<file path="src/rtl/nox_boot_seq.sv">
// Boot/reset sequencer: qualifies clock lock, then releases memories, core reset and fetch in order.
// Optional watchdog reboot is compiled in with `define BOOT_WDT_EN.
module nox_boot_seq #(
  parameter int          LOCK_STABLE_CYCLES = 256,
  parameter int          RST_HOLD_CYCLES    = 16,
  parameter logic [31:0] BOOT_ADDR          = 32'h8000_0000,
  parameter int          WDT_CYCLES         = 2**20
) (
  input  logic        clk,
  input  logic        arst,
  input  logic        locked_i,
  input  logic        sw_rst_req_i,
  input  logic [31:0] sw_boot_addr_i,
  input  logic        wdt_kick_i,
  output logic        mem_rst_no,
  output logic        core_arst_no,
  output logic        start_fetch_o,
  output logic [31:0] start_addr_o,
  output logic [2:0]  boot_state_o,
  output logic [7:0]  boot_cnt_o,
  output logic        wdt_expired_o
);

  typedef enum logic [2:0] {
    S_RESET     = 3'd0,
    S_WAIT_LOCK = 3'd1,
    S_STABLE    = 3'd2,
    S_HOLD      = 3'd3,
    S_RUN       = 3'd4
  } state_t;

  localparam int SEQ_MAX = (LOCK_STABLE_CYCLES > RST_HOLD_CYCLES) ? LOCK_STABLE_CYCLES
                                                                  : RST_HOLD_CYCLES;
`ifdef BOOT_WDT_EN
  localparam int CNT_MAX = (WDT_CYCLES > SEQ_MAX) ? WDT_CYCLES : SEQ_MAX;
`else
  localparam int CNT_MAX = SEQ_MAX;
`endif
  localparam int CNT_W = $clog2(CNT_MAX);
  localparam logic [CNT_W-1:0] STABLE_LAST = CNT_W'(LOCK_STABLE_CYCLES - 1);
  localparam logic [CNT_W-1:0] HOLD_LAST   = CNT_W'(RST_HOLD_CYCLES - 1);

  state_t           state;
  state_t           next_state;
  logic [CNT_W-1:0] cnt;
  logic [1:0]       lock_sync;
  logic             lock_s;
  logic             wdt_fire;
  logic             reboot;

  // NOTE: sequential state uses non-blocking (<=) so every flop samples pre-edge values.
  always_ff @(posedge clk or negedge arst) begin
    if (!arst) lock_sync <= 2'b00;
    else       lock_sync <= {lock_sync[0], locked_i};
  end
  assign lock_s = lock_sync[1];

  // Any combination of lock loss, watchdog and software request in RUN is a single reboot.
  assign reboot = (state == S_RUN) && (!lock_s || wdt_fire || sw_rst_req_i);

  // NOTE: next_state gets a default before the case so the comb block cannot infer a latch.
  always_comb begin
    next_state = state;
    case (state)
      S_RESET:     next_state = S_WAIT_LOCK;
      S_WAIT_LOCK: if (lock_s) next_state = S_STABLE;
      S_STABLE: begin
        if (!lock_s)                 next_state = S_WAIT_LOCK;
        else if (cnt == STABLE_LAST) next_state = S_HOLD;
      end
      S_HOLD: begin
        if (!lock_s)               next_state = S_WAIT_LOCK;
        else if (cnt == HOLD_LAST) next_state = S_RUN;
      end
      S_RUN:       if (reboot) next_state = S_WAIT_LOCK;
      default:     next_state = S_RESET;
    endcase
  end

  always_ff @(posedge clk or negedge arst) begin
    if (!arst) begin
      state         <= S_RESET;
      cnt           <= '0;
      mem_rst_no    <= 1'b0;
      core_arst_no  <= 1'b0;
      start_fetch_o <= 1'b0;
      start_addr_o  <= BOOT_ADDR;
      boot_cnt_o    <= 8'd0;
    end else begin
      state <= next_state;
      if (next_state != state)
        cnt <= '0;
      else if (state == S_STABLE || state == S_HOLD)
        cnt <= cnt + 1'b1;
      // Outputs decode the next state so they change on the same edge as the state.
      mem_rst_no    <= (next_state == S_HOLD) || (next_state == S_RUN);
      core_arst_no  <= (next_state == S_RUN);
      start_fetch_o <= (next_state == S_RUN) && (state == S_RUN);
      if (reboot && boot_cnt_o != 8'hff)
        boot_cnt_o <= boot_cnt_o + 8'd1;
      if (state == S_RUN && sw_rst_req_i)
        start_addr_o <= sw_boot_addr_i;
    end
  end

  assign boot_state_o = state;

`ifdef BOOT_WDT_EN
  localparam logic [CNT_W-1:0] WDT_LAST = CNT_W'(WDT_CYCLES - 1);
  logic [CNT_W-1:0] wdt_cnt;

  // A kick in the expiry cycle wins and restarts the count.
  assign wdt_fire = (state == S_RUN) && !wdt_kick_i && (wdt_cnt == WDT_LAST);

  always_ff @(posedge clk or negedge arst) begin
    if (!arst) begin
      wdt_cnt       <= '0;
      wdt_expired_o <= 1'b0;
    end else begin
      if (state == S_RUN && next_state == S_RUN)
        wdt_cnt <= wdt_kick_i ? '0 : wdt_cnt + 1'b1;
      else
        wdt_cnt <= '0;
      if (wdt_fire)
        wdt_expired_o <= 1'b1;
    end
  end
`else
  localparam int unused_wdt_cycles = WDT_CYCLES;
  logic unused_kick;
  assign unused_kick   = wdt_kick_i;
  assign wdt_fire      = 1'b0;
  assign wdt_expired_o = 1'b0;
`endif

endmodule

</file>
<file path="config.mk">
export PLATFORM = sky130hd
export DESIGN_NAME = nox_boot_seq
export DESIGN_NICKNAME = d
export VERILOG_FILES = /design/src/rtl/nox_boot_seq.sv
export SDC_FILE = /design/constraint.sdc
export NUM_CORES = 1
export LEC_CHECK = 0
export CORE_UTILIZATION = 48
export DETAILED_ROUTE_END_ITERATION = 7
export GPL_TIMING_DRIVEN = 0
export PLACE_DENSITY_LB_ADDON = 0.08
export SLEW_MARGIN = 20
export SYNTH_ARGS = -nofsm -noshare
export SYNTH_HDL_FRONTEND = slang
export SYNTH_SLANG_ARGS = --single-unit
</file>
<file path="constraint.sdc">
create_clock -name clk -period 4.7 [get_ports clk]
set_input_delay 0.94 -clock clk [delete_from_list [all_inputs] [get_ports clk]]
set_output_delay 0.94 -clock clk [all_outputs]
set_load 0.03 [all_outputs]
</file>
==> metrics.txt <==
CTS Buffer Depth 2; endpoint class of the critical path output port; multi-input logic area 914.6 µm²; largest net degree at the start of global routing 57; # H-tree levels 2; slowest stage delay, CP about 660 ps; DR WL/cell around 14 µm; Worst setup SP type flip-flop; CP required 3760 ps; Residual DRC 0; initial antenna violation count 0; Seq/Total Area, Yosys between 50% and 60%; status finished, final reports clean; CP Class flip-flop to output port; Worst-path clk slew approximately 100 ps; FF+latch count, synth 56; clock sinks between 50 and 60; Site Rows 25; CP max stage cell clkdlybuf4s50_1; GRT Residual Overflow 0; register area approximately 0.0014 mm²; Routed Wire Length 4.619 mm; crit path DAT around 1500 ps; postcts setup bufs 0; unrepaired setup endpoints after global routing no; Final ANT Viol Nets 0; min Tclk post-route about 2400 ps; Hold Buf Count CTS 0; Final Hold Vio Count 0; GPL Wtd Cong roughly 0.74; Total Power about 0.00090 W; Initial DRC Count 132; CTS tree built; Reg2Reg Capture Point start_addr_o[15]$_DFFE_PN0P_; Die Y about 72 µm; core footprint around 0.0047 mm²; Die Width between 70 and 80 µm; worst skew pair latency just over 300 ps; Clock Skews about 9.5 ps; Hold Crit Endpoint lock_sync[1]$_DFF_PN0_; Reg2Reg Setup Slack approximately 2800 ps; critical path's top delay family buffers and inverters; total CTS buffers 5; Slew @ Worst Pin approximately 680 ps; Min-Delay Path Class flip-flop to flip-flop; period utilisation layout 51.92%; Layout Nets just over 300; Overall Global Routing Usage between 10% and 20%; Mean Syn Cell Area 13.17 µm²; placed instance count about 330; Slew HR between 50% and 60%; max-cap violations 0; post-synth cell types 40; Fill cells 347; Mapped Cells 180; via count approximately 1,700; PostCTS Resize Cnt 0; most frequent cells in the layout 80 x clkdlybuf4s50_1, 55 x dfrtp_1, 33 x mux2_2; Via density about 5.0; port buffer count 81; leakage around 1.5 nW; vias in the first global route approximately 1,700; IO Pins 84; P per Cell Area 269.0 mW/mm²; Max Clk Rate a little over 400 MHz; synth warn 0; Pins Over Slew Limit 0; Worst R2R Start boot_state_o[0]$_DFF_PN0_; Netlist Area Pre-Place 0.002371 mm²; Worst VDD drop approximately 0.22 mV; leading cell type in the layout, fill and taps excluded clkdlybuf4s50_1; starting density of the core between 50 and 60%; Final Non-Filler Cells approximately 340; HPWL after DPL around 3.4 mm; layout cell share with drive strength beyond 1 roughly a fifth; hold_sp lock_sync[0]$_DFF_PN0_; # setup viols final 0; Synthesized Nets ~220; worst path cell trace clkdlybuf4s50_1; first-pass GRT wire length about 7.5 mm; Layout area overhead 41.53%; Clock Root Buffer clkbuf_8; # diodes 0; Buf+Inv Stages, Crit Path 1; Hold Path Cell Cnt 0; CP max FO 2; 1st-pass router iterations 4; setup TNS 0 ps; die area roughly 0.0052 mm²; FF-to-FF path depth 6
==> cell usage after synthesis (all sizes together) <==
cell	n	area (µm²)
dfrtp	55	1376
mux2	34	382.9
nor2	14	55.06
nand2	8	30.03
xor2	8	70.07
buf	6	38.79
and3	5	31.28
xnor2	5	43.79
nand4	4	25.02
nor3	4	20.02
o21a	3	22.52
a211o	2	17.52
a311oi	2	17.52
clkbuf	2	7.510
ha	2	25.02
inv	2	7.510
nand2b	2	12.51
nand3	2	10.01
nor2b	2	12.51
nor4	2	12.51
a2111o	1	11.26
a211oi	1	7.510
a21o	1	7.510
a21oi	1	5.000
a221o	1	10.01
and4	1	8.760
and4b	1	10.01
conb	1	3.750
dfstp	1	26.28
nor3b	1	7.510
nor4b	1	8.760
o21ai	1	5.000
o32ai	1	8.760
or3b	1	11.26
or4	1	7.510
or4b	1	13.76
==> cells by family (layout without fill, tap and decap cells) <==
group	count (synthesis)	in the layout	share of synthesized area (%)
mux	34	34	16.15
fa+ha+maj	2	2	1.055
simple gates	50	50	11.66
xor+xnor	13	13	4.802
compound gates	14	14	4.749
flops	56	56	59.16
other cells	1	1	0.1582
buf+inv	10	99	2.269
==> final cells by class <==
type	count	area share (%)
flip-flops and latches	56	41.80
multi-input cells	114	27.26
repair buffers	81	24.09
well taps	67	2.498
clock buffers	5	2.051
plain buffers	8	1.380
clock inverters	3	0.7084
inverters	2	0.2237
==> per-stage QoR <==
stage	hold WS (ps)	cell area, µm²	util [%]	setup slack [ps]
final	373.1	3356	71.05	2260
after global routing	382.2	3356	71.05	2198
after CTS	384.2	3356	71.05	2243
after detailed placement	353.0	3263	69.09	2082
after global placement	333.2	3266	69.14	971.1
after floorplan	331.2	2371	-	2780
==> per-layer routing <==
layer / global-route usage, % / wire [µm]
met4: 6.754 / 77
met3: 5.694 / 264
met2: 32.09 / 2332
met1: 23.28 / 1946
met5: 0 / 0
==> where the power goes <==
part | internal (W) | total, W | switching, W
Combinational | 0.0000648 | 0.000134 | 0.0000697
Sequential | 0.000494 | 0.000505 | 0.0000107
Clock | 0.000106 | 0.000263 | 0.000157
Total | 0.000665 | 0.000903 | 0.000238
==> flip-flops by register name, indices dropped and copies added (netlist names) <==
name / flops
lock_sync: 2
start_fetch_o: 1
core_arst_no: 1
mem_rst_no: 1
boot_cnt_o: 8
start_addr_o: 32
cnt: 8
boot_state_o: 3
==> worst max path at each step <==
| stage | depth (start not counted) | from | to |
|---|---|---|---|
| floorplan | 4 | sw_rst_req_i | start_addr_o[10]$_DFFE_PN0P_ |
| global placement | 1 | arst | start_addr_o[17]$_DFFE_PN0P_ |
| detailed placement | 5 | sw_rst_req_i | start_addr_o[15]$_DFFE_PN0P_ |
| CTS | 1 | start_addr_o[31]$_DFFE_PN1P_ | start_addr_o[31] |
| global route | 1 | start_addr_o[31]$_DFFE_PN1P_ | start_addr_o[31] |
| finish | 1 | start_addr_o[31]$_DFFE_PN1P_ | start_addr_o[31] |
(Power assumes the default switching activity.)
